`src/rtl/mfp_spi_slave_regs.sv`:
```
// SPI mode-0 slave with a byte-wide register file: command byte selects
// read/write and start address, data bytes auto-increment through the file.
module mfp_spi_slave_regs #(
    parameter int unsigned ADDR_W  = 4,
    parameter logic [7:0]  ID_BYTE = 8'h5A
) (
    input  logic              HCLK,
    input  logic              HRESETn,
    input  logic              SPI_SS,
    input  logic              SPI_SCLK,
    input  logic              SPI_MOSI,
    output logic              SPI_MISO,
    input  logic [ADDR_W-1:0] host_addr,
    output logic [7:0]        host_rdata,
    output logic              wr_strobe,
    output logic [ADDR_W-1:0] wr_addr,
    output logic [7:0]        wr_data,
    output logic [15:0]       xfer_count,
    output logic              busy
);

    localparam int unsigned DEPTH = 2 ** ADDR_W;

    localparam logic [1:0] ST_IDLE  = 2'd0;
    localparam logic [1:0] ST_CMD   = 2'd1;
    localparam logic [1:0] ST_WDATA = 2'd2;
    localparam logic [1:0] ST_RDATA = 2'd3;

    // Synchronizers reset low so an SS already held low at reset release never looks like a fall
    logic ss_meta_q, ss_sync_q, ss_prev_q;
    logic sclk_meta_q, sclk_sync_q, sclk_prev_q;
    logic mosi_meta_q, mosi_sync_q;

    logic [1:0]        state_q, state_d;
    logic [2:0]        bit_cnt_q, bit_cnt_d;
    logic [6:0]        rx_q, rx_d;
    logic [7:0]        tx_q, tx_d;
    logic              load_pend_q, load_pend_d;
    logic [ADDR_W-1:0] ptr_q, ptr_d;
    logic [7:0]        regs_q [DEPTH];
    logic [7:0]        regs_d [DEPTH];
    logic              miso_q, miso_d;
    logic [7:0]        host_rdata_q, host_rdata_d;
    logic              wr_strobe_q, wr_strobe_d;
    logic [ADDR_W-1:0] wr_addr_q, wr_addr_d;
    logic [7:0]        wr_data_q, wr_data_d;
    logic [15:0]       xfer_count_q, xfer_count_d;
    logic              busy_q, busy_d;
    logic [7:0]        rx_byte;

    logic ss_fall, ss_rise, sclk_rise, sclk_fall;

    assign ss_fall   =  ss_prev_q   & ~ss_sync_q;
    assign ss_rise   = ~ss_prev_q   &  ss_sync_q;
    assign sclk_rise = ~sclk_prev_q &  sclk_sync_q;
    assign sclk_fall =  sclk_prev_q & ~sclk_sync_q;

    always_ff @(posedge HCLK or negedge HRESETn) begin
        if (!HRESETn) begin
            ss_meta_q    <= 1'b0;
            ss_sync_q    <= 1'b0;
            ss_prev_q    <= 1'b0;
            sclk_meta_q  <= 1'b0;
            sclk_sync_q  <= 1'b0;
            sclk_prev_q  <= 1'b0;
            mosi_meta_q  <= 1'b0;
            mosi_sync_q  <= 1'b0;
            state_q      <= ST_IDLE;
            bit_cnt_q    <= '0;
            rx_q         <= '0;
            tx_q         <= '0;
            load_pend_q  <= 1'b0;
            ptr_q        <= '0;
            for (int i = 0; i < DEPTH; i++) regs_q[i] <= '0;
            miso_q       <= 1'b0;
            host_rdata_q <= '0;
            wr_strobe_q  <= 1'b0;
            wr_addr_q    <= '0;
            wr_data_q    <= '0;
            xfer_count_q <= '0;
            busy_q       <= 1'b0;
        end else begin
            ss_meta_q    <= SPI_SS;
            ss_sync_q    <= ss_meta_q;
            ss_prev_q    <= ss_sync_q;
            sclk_meta_q  <= SPI_SCLK;
            sclk_sync_q  <= sclk_meta_q;
            sclk_prev_q  <= sclk_sync_q;
            mosi_meta_q  <= SPI_MOSI;
            mosi_sync_q  <= mosi_meta_q;
            state_q      <= state_d;
            bit_cnt_q    <= bit_cnt_d;
            rx_q         <= rx_d;
            tx_q         <= tx_d;
            load_pend_q  <= load_pend_d;
            ptr_q        <= ptr_d;
            regs_q       <= regs_d;
            miso_q       <= miso_d;
            host_rdata_q <= host_rdata_d;
            wr_strobe_q  <= wr_strobe_d;
            wr_addr_q    <= wr_addr_d;
            wr_data_q    <= wr_data_d;
            xfer_count_q <= xfer_count_d;
            busy_q       <= busy_d;
        end
    end

    always_comb begin
        state_d      = state_q;
        bit_cnt_d    = bit_cnt_q;
        rx_d         = rx_q;
        tx_d         = tx_q;
        load_pend_d  = load_pend_q;
        ptr_d        = ptr_q;
        regs_d       = regs_q;
        wr_strobe_d  = 1'b0;
        wr_addr_d    = wr_addr_q;
        wr_data_d    = wr_data_q;
        xfer_count_d = xfer_count_q;
        rx_byte      = {rx_q, mosi_sync_q};

        case (state_q)
            ST_IDLE: begin
                if (ss_fall) begin
                    state_d     = ST_CMD;
                    bit_cnt_d   = '0;
                    tx_d        = ID_BYTE;
                    load_pend_d = 1'b0;
                end
            end
            default: begin
                if (sclk_rise) begin
                    rx_d      = rx_byte[6:0];
                    bit_cnt_d = bit_cnt_q + 3'd1;
                    if (bit_cnt_q == 3'd7) begin
                        case (state_q)
                            ST_CMD: begin
                                ptr_d       = ADDR_W'(rx_byte[6:0]);
                                state_d     = rx_byte[7] ? ST_WDATA : ST_RDATA;
                                load_pend_d = 1'b1;
                            end
                            ST_WDATA: begin
                                regs_d[ptr_q] = rx_byte;
                                wr_strobe_d   = 1'b1;
                                wr_addr_d     = ptr_q;
                                wr_data_d     = rx_byte;
                                ptr_d         = ptr_q + ADDR_W'(1);
                                xfer_count_d  = xfer_count_q + 16'd1;
                                tx_d          = '0;
                            end
                            default: begin
                                ptr_d        = ptr_q + ADDR_W'(1);
                                xfer_count_d = xfer_count_q + 16'd1;
                                load_pend_d  = 1'b1;
                            end
                        endcase
                    end
                end
                // After a completed byte the next fall reloads tx instead of shifting
                if (sclk_fall) begin
                    if (load_pend_q) begin
                        tx_d        = (state_q == ST_RDATA) ? regs_q[ptr_q] : 8'h00;
                        load_pend_d = 1'b0;
                    end else begin
                        tx_d = {tx_q[6:0], 1'b0};
                    end
                end
                if (ss_rise) begin
                    state_d     = ST_IDLE;
                    bit_cnt_d   = '0;
                    load_pend_d = 1'b0;
                    tx_d        = '0;
                end
            end
        endcase

        miso_d       = ~ss_sync_q & tx_d[7];
        busy_d       = (state_d != ST_IDLE);
        host_rdata_d = regs_q[host_addr];
    end

    assign SPI_MISO   = miso_q;
    assign host_rdata = host_rdata_q;
    assign wr_strobe  = wr_strobe_q;
    assign wr_addr    = wr_addr_q;
    assign wr_data    = wr_data_q;
    assign xfer_count = xfer_count_q;
    assign busy       = busy_q;

endmodule
```
`config.mk`:
```
export PLATFORM = sky130hd
export DESIGN_NAME = mfp_spi_slave_regs
export DESIGN_NICKNAME = d
export VERILOG_FILES = /design/src/rtl/mfp_spi_slave_regs.sv
export SDC_FILE = /design/constraint.sdc
export NUM_CORES = 1
export LEC_CHECK = 0
export CAP_MARGIN = 0
export CELL_PAD_IN_SITES_DETAIL_PLACEMENT = 1
export CELL_PAD_IN_SITES_GLOBAL_PLACEMENT = 2
export CORE_MARGIN = 2
export CORE_UTILIZATION = 35
export DETAILED_ROUTE_END_ITERATION = 8
export PLACE_DENSITY = 0.74
export SETUP_SLACK_MARGIN = 0.5
export SYNTH_ARGS = -nofsm -noshare
export SYNTH_HDL_FRONTEND = slang
export SYNTH_SLANG_ARGS = --single-unit
```
`constraint.sdc`:
```
create_clock -name HCLK -period 2.3 [get_ports HCLK]
set_input_delay 0.46 -clock HCLK [delete_from_list [all_inputs] [get_ports HCLK]]
set_output_delay 0.46 -clock HCLK [all_outputs]
set_load 0.01 [all_outputs]
```
==> results of run 1 <==
## flip-flops by register name, summed over array words and instances (netlist names), 2 cells and up
signal / cells
wr_data: 8
xfer_count: 16
state_q: 2
regs_q: 128
tx_q: 8
wr_addr: 4
bit_cnt_q: 3
rx_q: 7
ptr_q: 4
host_rdata: 8
## cells by family (layout without fill, tap and decap cells)
group | count (synthesis) | in the layout | share of synthesized area
and+or+nand+nor | 106 | 106 | 0.0614
xor gates and xnor gates | 15 | 15 | 0.0132
DFF | 200 | 200 | 0.504
muxes | 231 | 231 | 0.350
AOI/OAI and AO/OA | 41 | 41 | 0.0277
adders and majority gates | 7 | 7 | 0.00882
buffers and inverters | 65 | 188 | 0.0343
## cell usage after synthesis (2+ instances only)
| cell type | count | area [um^2] |
|---|---|---|
| a21oi_1 | 8 | 40.0 |
| a221oi_1 | 2 | 17.5 |
| a22o_1 | 2 | 17.5 |
| a22oi_1 | 3 | 22.5 |
| a32oi_1 | 2 | 17.5 |
| and2_1 | 4 | 25.0 |
| and3_1 | 21 | 131 |
| and4_1 | 2 | 17.5 |
| buf_1 | 9 | 33.8 |
| buf_2 | 16 | 80.1 |
| buf_4 | 10 | 75.1 |
| buf_6 | 3 | 33.8 |
| clkbuf_1 | 21 | 78.8 |
| dfrtp_1 | 200 | 5000 |
| ha_1 | 7 | 87.6 |
| inv_1 | 5 | 18.8 |
| mux2_1 | 2 | 22.5 |
| mux2_2 | 149 | 1680 |
| mux2i_1 | 6 | 60.1 |
| mux4_1 | 13 | 342 |
| mux4_2 | 61 | 1370 |
| nand2_1 | 16 | 60.1 |
| nand2_2 | 4 | 25.0 |
| nand2b_1 | 2 | 12.5 |
| nand3_1 | 13 | 65.1 |
| nand4_1 | 5 | 31.3 |
| nor2_1 | 16 | 60.1 |
| nor2b_1 | 3 | 18.8 |
| nor3_1 | 4 | 20.0 |
| nor4_1 | 2 | 12.5 |
| o211ai_1 | 4 | 30.0 |
| o21ai_0 | 9 | 45.0 |
| o22ai_1 | 4 | 25.0 |
| or3_1 | 2 | 12.5 |
| xnor2_1 | 14 | 123 |
## timing repair
action,in CTS,in global routing
buffers inserted,34,11
endpoints found under the hold margin,43,0
pin swaps,18,8
gates resized for setup,117,37
endpoints found under the setup margin,205,172
hold buffers,1,0
cloned,0,2
## power breakdown
group          total [mW]  internal [mW]  switching [mW]
logic               0.512          0.252           0.260
registers            3.99           3.61           0.386
clock network        3.20           1.67            1.53
## metrics by stage
step | cells | utilization | hold WS, ns | instance area [um^2]
2_1_floorplan | 665 | - | 0.164 | 10300
3_3_place_gp | 1086 | 0.406 | 0.340 | 11300
5_1_grt | 1166 | 0.456 | 0.364 | 12700
4_1_cts | 1153 | 0.447 | 0.358 | 12500
6_report | 1166 | 0.456 | 0.354 | 12700
3_5_place_dp | 1086 | 0.406 | 0.340 | 11300
## cell type report
type | count | area, um^2
clock buffers | 17 | 425
clock inverters | 15 | 196
fillers | 2726 | 15200
inverters | 5 | 33.8
multi-input cells | 400 | 5020
flip-flops and latches | 200 | 5020
well taps | 378 | 473
repair buffers | 151 | 1540
## worst reg2reg max path, cell delays in order, from the launching register on
cell	delay [ns]
dfrtp_4	0.52
buf_12	0.16
mux4_2	0.50
mux4_2	0.56
nand2_2	0.08
nand3_1	0.07
## layer usage
layer / vias up / GRT usage
met1: 3480 / 0.266
li1: 2725 / -
met2: 181 / 0.333
met3: 49 / 0.0332
met4: 0 / 0.0712
met5: - / 0
## cell usage in the layout, fill, tap and decap left out, drive strengths merged, types with 2 or more instances in the layout
cell / count
dfrtp: 200
mux2: 151
buf: 102
mux4: 74
dlygate4sd2: 36
and3: 21
clkbuf: 20
nand2: 20
nor2: 16
xnor2: 14
nand3: 13
inv: 13
o21ai: 9
a21oi: 8
clkdlybuf4s50: 8
ha: 7
mux2i: 6
nand4: 5
clkinv: 5
and2: 4
o211ai: 4
nor3: 4
o22ai: 4
nor2b: 4
a22oi: 3
nor4: 3
nand2b: 2
a32oi: 2
a22o: 2
bufinv: 2
or3: 2
and4: 2
a221oi: 2
## how the worst min path moves through the flow
stage          cells after the start  slack (ns)     endpoint   startpoint
6_report                           0        0.35    ss_sync_q    ss_meta_q
5_1_grt                            0        0.36  mosi_sync_q  mosi_meta_q
4_1_cts                            0        0.36    ss_sync_q    ss_meta_q
3_5_place_dp                       0        0.34  sclk_sync_q  sclk_meta_q
3_3_place_gp                       0        0.34  mosi_sync_q  mosi_meta_q
2_1_floorplan                      0        0.16     SPI_MISO      HRESETn
==> run metrics, run 1 <==
synthesized netlist cell count=665; outcome=finished, final reports clean; worst setup margin=0.290 ns; worst slew pin tran=about 0.96 ns; IO Port Bufs=47; cells on worst reg2reg path=5; number of enable flip-flop cells after synthesis=0; Reg-to-Reg End=tx_q[6]; fin. max-slew vios=0; drt pass-1 iters=5; Post-Syn Nets=681; vias in the first global route=6,998; Num CTS Buffers=17; CP max stage cell=mux4_2; Setup CP Type=reg -> reg; Crit Path Max Fanout=7; CTS Root Cell=clkbuf_16; full die area=29,700 um^2; cell breakdown of the critical path=buf_12, mux4_2, mux4_2, nand2_2, nand3_1; Rows=between 60 and 70; Period minus WS final=2.01 ns; CP top delay family=multiplexers; Total Neg Setup Slack=0 ns; maxcap violations=0; ys flop type=dfrtp_1; Warnings, synthesis=0; syn avg cell area=around 15 um^2; met2 wire length=14,200 um; CP endpoint kind=register; required time of the critical path=~2.6 ns; post-route ant nets=0; CP startpoint kind=register; most frequent cell on the critical path=mux4_2; Tot GR Track Use=0.201; Worst Path Arrival=2.33 ns; layout cells sized above 1=0.539; grt total ovfl=0; Mapped Area=approximately 10000 um^2; fmax=498 MHz; Yosys reg bits=200; H-tree depth=4; nets=791; flop-to-flop setup slack=0.29 ns; Die Ht=about 170 um; Design Power=between 7 and 8 mW; post-synthesis cell type count=56; PwrDens=607 nW/um^2; initial antenna violation count=0; final hold violations=0; DR vias=6,435; clk buf depth=2; Top Layer Used=met4; # DRC=0; antenna cells=0; chip width=around 170 um; Clock Pin Slew Worst Setup and Hold Paths=0.08 ns; worst skew pair latency=around 0.45 ns; Core Area=27,900 um^2; initial DRC count=494; first-pass GRT wire length=43,900 um; routed len/inst=approximately 24 um; Boundary Pins=48; CTS tree=done; Sink Count=200; CP Depth=5; CP bufs+invs=1; Vias/cell=5.52; pre-CTS WS=0.0974 ns; crit path to=tx_q[6]; synth-to-layout area growth=28.0%; Worst R2R Start=ptr_q[0]; met3 WL=approximately 1100 um; crit-path max cell delay=0.56 ns; dpl hpwl=around 19,000 um; RSZ-0062 raised after global routing=yes; GPL Wtd Cong=0.848; period utilization=0.874; wire length on met1=12,400 um; initial core utilization=0.356; final WL=about 28,000 um; sequential share of the synthesized area=0.504; skew final=0.0134 ns; CP startpoint=ptr_q[0]; leakage power=about 6.0 nW; ys async rst share=1.00; Hold Path Class=reg -> reg; Final setup viols=0; slew margin rel.=0.362; maximum vdd drop=487 uV; largest net degree at the start of global routing=54
(Power assumes the default switching activity.)
==> run 2, diff against run 1 <==
--- a/config.mk
+++ b/config.mk
@@ -9,10 +9,11 @@
 export CELL_PAD_IN_SITES_DETAIL_PLACEMENT = 1
 export CELL_PAD_IN_SITES_GLOBAL_PLACEMENT = 2
 export CORE_MARGIN = 2
-export CORE_UTILIZATION = 35
+export CORE_UTILIZATION = 44
 export DETAILED_ROUTE_END_ITERATION = 8
-export PLACE_DENSITY = 0.74
+export PLACE_DENSITY = 0.88
 export SETUP_SLACK_MARGIN = 0.5
+export SLEW_MARGIN = 30
 export SYNTH_ARGS = -nofsm -noshare
 export SYNTH_HDL_FRONTEND = slang
 export SYNTH_SLANG_ARGS = --single-unit
==> run 2 against run 1 <==
Cell area shrank 2.8%. Clock power down 6%. Critical path depth up 3. Worst hold slack got worse by 0.34 ns. Count of clock-buffer cells in the layout unchanged. Sequential power barely moved. Highest routed layer unchanged.
==> run metrics, run 2 (synthesis gave the netlist of run 1 again) <==
clk buf depth=2 (unchanged); CTS tree=done (unchanged); number of flip-flops in the largest register=128 (unchanged); initial core utilization=0.452 (was 0.356); synth-to-layout area growth=24.5% (was 28.0%); clock network power share=0.402 (was 0.415); crit-path max cell delay=0.39 ns (was 0.56 ns); Rows=54 (was 61); post-route ant nets=0 (unchanged); Vias/cell=6.13 (was 5.52); worst setup margin=0.334 ns (was 0.290 ns); initial DRC count=541 (was 494); Logic pwr share=0.067 (was 0.066); worst slew pin tran=0.732 ns (was 0.958 ns); switching power=2.16 mW (was 2.18 mW); period utilization=0.855 (was 0.874); Setup CP Type=reg -> reg (unchanged); Sw Share=0.289 (was 0.282); CP endpoint kind=register (unchanged); sequential power share=0.531 (was 0.518); GPL Wtd Cong=0.889 (was 0.848); Hold Path Class=in -> async (was reg -> reg); fmax=509 MHz (was 498 MHz); slew margin rel.=0.512 (was 0.362); Core Area=22,000 um^2 (was 27,900 um^2); outcome=finished, final reports clean (unchanged); post-route cell area=12,400 um^2 (was 12,700 um^2); # DRC=0 (unchanged); CTS Root Cell=clkbuf_16 (unchanged); grt total ovfl=0 (unchanged); Crit Path Max Fanout=14 (was 7); most common cell after layout, fill and taps aside=dfrtp_1 (unchanged); Num CTS Buffers=17 (unchanged); RSZ-0062 raised after global routing=yes (unchanged); DP Area=11,200 um^2 (was 11,300 um^2); Sink Count=200 (unchanged); fillers=2,057 (was 2,726); maxcap violations=0 (unchanged); Boundary Pins=48 (unchanged); maximum vdd drop=485 uV (was 487 uV); final hold violations=0 (unchanged); CP max stage cell=dfrtp_1 (was mux4_2); layout cells sized above 1=0.523 (was 0.539); CP top delay family=simple AND/OR/NAND/NOR gates (was multiplexers); largest net degree at the start of global routing=67 (was 54); Biggest register=regs_q (unchanged); PwrDens=607 nW/um^2 (about the same); DR vias=6,451 (was 6,435); leakage power=5.92 nW (was 6.01 nW); H-tree depth=4 (unchanged); Die Ht=154 um (was 172 um); drt pass-1 iters=5 (unchanged); dpl hpwl=18,400 um (was 18,800 um); Final setup viols=0 (unchanged); Internal=5.33 mW (was 5.53 mW); pre-CTS WS=0.104 ns (was 0.0974 ns); initial antenna violation count=0 (unchanged); Period minus WS final=1.97 ns (was 2.01 ns); cell breakdown of the critical path=ha_4, ha_4, nand4b_4, nor2_4, buf_12, and3_4, buf_4, mux2_2 (was buf_12, mux4_2, mux4_2, nand2_2, nand3_1); antenna cells=0 (unchanged); Clock Pin Slew Worst Setup and Hold Paths=0.08 ns (about the same); routed len/inst=26.4 um (was 24.4 um); worst skew pair latency=0.45 ns (about the same); most frequent cell on the critical path=ha_4 (was mux4_2); final WL=27,700 um (was 28,400 um); CP startpoint kind=register (unchanged); fin. max-slew vios=0 (unchanged); vias in the first global route=7,129 (was 6,998); first-pass GRT wire length=43,300 um (was 43,900 um); skew final=0.0144 ns (was 0.0134 ns); nets=775 (was 791); commonest non-fill, non-tap cells in the layout=dfrtp_1 (193), mux2_2 (109), mux4_2 (73), buf_4 (55), mux2_4 (42) (was dfrtp_1 (191), mux2_2 (105), mux4_2 (73), buf_4 (61), mux2_4 (46)); Tot GR Track Use=0.241 (was 0.201); required time of the critical path=2.64 ns (was 2.62 ns); Worst Path Arrival=2.30 ns (was 2.33 ns); full die area=23,800 um^2 (was 29,700 um^2); CP bufs+invs=2 (was 1); chip width=154 um (was 172 um); Total Neg Setup Slack=0 ns (unchanged); IO Port Bufs=47 (unchanged)
-- run 2: cell types whose count changed in the layout (fill, tap and decap cells not counted), sizes merged --
cell / delta
dlygate4sd3: -1
inv: -3
clkinv: +5
bufinv: -2
clkdlybuf4s50: -1
bufbuf: +1
clkbuf: -2
dlygate4sd2: -1
buf: -14
dlymetal6s2s: +2
-- run 2: final timing paths --
check | to | start | cells past startpoint | slack [ns]
worst max-delay path | regs_q[58] | bit_cnt_q[1] | 8 | 0.33
worst min-delay path | xfer_count[12] | HRESETn | 1 | 0.01
worst max register to register | regs_q[58] | bit_cnt_q[1] | 8 | 0.33
worst min register to register | mosi_sync_q | mosi_meta_q | 0 | 0.36
max in group asynchronous | regs_q[103] | HRESETn | 2 | 1.60
min in group HCLK | mosi_sync_q | mosi_meta_q | 0 | 0.36
-- run 2: worst reg2reg max path, cell delays in order, from the launching register on --
cell	delay [ns]
dfrtp_1	0.39
ha_4	0.16
ha_4	0.17
nand4b_4	0.14
nor2_4	0.16
buf_12	0.15
and3_4	0.22
buf_4	0.15
mux2_2	0.34
-- run 2: stage by stage --
step	instances	power [mW]	hold slack [ns]	utilization
5_1_grt	1052	7.77	0.0469	0.563
6_report	1052	7.49	0.0134	0.563
4_1_cts	1044	7.52	0.0453	0.554
3_5_place_dp	978	4.48	0.340	0.508
3_3_place_gp	978	4.42	0.335	0.508
2_1_floorplan	665	4.20	0.164	-
-- run 2: layout make-up --
type                       instances  area, um^2  share of cell area
clock inverter                    15         180              0.0146
inverter                           5        21.3             0.00172
clock buffer                      17         425              0.0344
multi-input combinational        400        4990               0.404
sequential                       200        5010               0.406
timing repair buffer             135        1380               0.111
tap                              280         350              0.0284
-- run 2: power groups by stage --
stage | combinational [mW] | clock [mW] | sequential, mW
global placement | 0.419 | 0 | 4.00
CTS | 0.481 | 3.07 | 3.97
global route | 0.542 | 3.21 | 4.02
finish | 0.501 | 3.01 | 3.98
detailed placement | 0.441 | 0 | 4.04
floorplan | 0.476 | 0 | 3.72
-- run 2: what timing repair did --
action,in CTS,in global routing
pin swaps,11,20
gates resized for setup,84,37
hold buffers,0,0
endpoints found under the setup margin,203,174
gates cloned,3,0
buffers inserted,31,8
-- run 2: layer usage --
metal	vias up	global-route usage	part of all wire
li1	2701	-	-
met5	-	0	0
met3	39	0.0577	0.044
met2	188	0.410	0.52
met4	0	0.0601	0.018
met1	3523	0.314	0.42
==> run 3, diff against run 2 <==
--- a/config.mk
+++ b/config.mk
@@ -13,6 +13,7 @@
 export DETAILED_ROUTE_END_ITERATION = 8
 export PLACE_DENSITY = 0.88
 export SETUP_SLACK_MARGIN = 0.5
+export SKIP_CTS_REPAIR_TIMING = 1
 export SLEW_MARGIN = 30
 export SYNTH_ARGS = -nofsm -noshare
 export SYNTH_HDL_FRONTEND = slang
==> run 3 against run 2 <==
Worst hold slack improved by 0.0019 ns. Clock power about the same. Combinational power down 5.4%. Count of clock-buffer cells in the layout unchanged. Critical path depth stayed put.
==> run metrics, run 3 (synthesis gave the netlist of run 1 again) <==
outcome=finished, final reports clean (unchanged); Num CTS Buffers=17 (unchanged); final WL=27,100 um (was 27,700 um); Biggest register=regs_q (unchanged); drt pass-1 iters=5 (unchanged); CP endpoint kind=register (unchanged); initial core utilization=0.452 (unchanged); worst slew pin tran=0.746 ns (was 0.732 ns); Core Area=22,000 um^2 (unchanged); Boundary Pins=48 (unchanged); leakage power=6.47 nW (was 5.92 nW); CTS Root Cell=clkbuf_16 (unchanged); CP startpoint kind=register (unchanged); number of flip-flops in the largest register=128 (unchanged); slew margin rel.=0.503 (was 0.512); period utilization=0.858 (was 0.855); dpl hpwl=18,400 um (unchanged); IO Port Bufs=47 (unchanged); Reg-to-Reg End=regs_q[31] (was regs_q[58]); largest net degree at the start of global routing=67 (unchanged); cells on worst reg2reg path=8 (unchanged); Crit Path Max Fanout=14 (unchanged); # DRC=0 (unchanged); GPL Wtd Cong=0.889 (unchanged); utilization after layout=0.565 (was 0.563); layout cells sized above 1=0.503 (was 0.523); Setup CP Type=reg -> reg (unchanged); Worst R2R Start=bit_cnt_q[1] (unchanged); clk buf depth=2 (unchanged); commonest non-fill, non-tap cells in the layout=dfrtp_1 (191), mux2_2 (114), buf_4 (73), mux4_2 (64), dlymetal6s2s_1 (38) (was dfrtp_1 (193), mux2_2 (109), mux4_2 (73), buf_4 (55), mux2_4 (42)); crit-path max cell delay=0.39 ns (about the same); final hold violations=0 (unchanged); RSZ-0062 raised after global routing=yes (unchanged); Die Ht=154 um (unchanged); CTS tree=done (unchanged); Rows=54 (unchanged); Clock Pin Slew Worst Setup and Hold Paths=0.08 ns (about the same); Worst Path Arrival=2.30 ns (about the same); most common cell after layout, fill and taps aside=dfrtp_1 (unchanged); vias in the first global route=6,907 (was 7,129); grt total ovfl=0 (unchanged); Sink Count=200 (unchanged); worst skew pair latency=0.45 ns (about the same); initial antenna violation count=0 (unchanged); most frequent cell on the critical path=ha_4 (unchanged); Hold Path Class=in -> async (unchanged); Total Neg Setup Slack=0 ns (unchanged); flop-to-flop setup slack=0.33 ns (about the same); nets=782 (was 775); full die area=23,800 um^2 (unchanged); Period minus WS final=1.97 ns (about the same); Tot GR Track Use=0.227 (was 0.241); antenna cells=0 (unchanged); maxcap violations=0 (unchanged); H-tree depth=4 (unchanged); fmax=507 MHz (was 509 MHz); first-pass GRT wire length=41,100 um (was 43,300 um); CP max stage cell=dfrtp_1 (unchanged); Final setup viols=0 (unchanged); required time of the critical path=2.63 ns (was 2.64 ns); post-route ant nets=0 (unchanged); chip width=154 um (unchanged); fin. max-slew vios=0 (unchanged); synth-to-layout area growth=25.0% (was 24.5%); skew final=0.0117 ns (was 0.0144 ns); routed len/inst=25.5 um (was 26.4 um); initial DRC count=475 (was 541); hold_ws=0.0153 ns (was 0.0134 ns); DR vias=6,489 (was 6,451); maximum vdd drop=517 uV (was 485 uV); PwrDens=602 nW/um^2 (was 607 nW/um^2); cell breakdown of the critical path=ha_4, ha_4, nand4b_4, nor2_4, buf_12, and3_4, buf_4, mux2_2 (unchanged); Vias/cell=6.13 (about the same)
==> run 3: how the worst max path moves through the flow <==
stage	start	end	depth (start not counted)
finish	bit_cnt_q[1]	regs_q[31]	8
global route	bit_cnt_q[1]	regs_q[86]	8
CTS	bit_cnt_q[0]	regs_q[57]	7
detailed placement	host_addr[1]	host_rdata[6]	4
global placement	host_addr[1]	host_rdata[5]	4
floorplan	bit_cnt_q[0]	regs_q[100]	8
==> run 3: worst max-delay path: cells and delay by family, from the launching register on <==
kind / cells / cell delay [ns]
AND/OR/NAND/NOR: 3 / 0.49
flip-flops: 1 / 0.39
adder cells (fa/ha/maj): 2 / 0.33
multiplexers: 1 / 0.36
buffers and inverters: 2 / 0.30
==> run 3: through the flow <==
step	instance area [um^2]	setup slack [ns]	power [mW]	cells
2_1_floorplan	10300	0.424	4.20	665
3_3_place_gp	11200	0.143	4.42	978
3_5_place_dp	11200	0.104	4.48	978
4_1_cts	11800	0.106	7.49	1010
5_1_grt	12400	0.250	7.74	1059
6_report	12400	0.327	7.46	1059
==> run 3: final cells by class <==
class | count | area [um^2]
fill | 2022 | 9560
clock buffer | 17 | 425
sequential | 200 | 5020
tap | 280 | 350
clock inverter | 15 | 180
timing repair buffer | 142 | 1480
inverter | 5 | 21.3
multi-input combinational | 400 | 4930
==> run 3: metal layers <==
layer | track usage | wire length, um | up-vias
li1 | - | - | 2723
met1 | 0.294 | 11000 | 3519
met2 | 0.388 | 14100 | 210
met3 | 0.0577 | 1520 | 37
met4 | 0.0547 | 439 | 0
met5 | 0 | 0 | -
==> run 3: power breakdown <==
part	switching, mW	internal [mW]
Clock	1.54	1.47
Combinational	0.239	0.235
Sequential	0.371	3.61
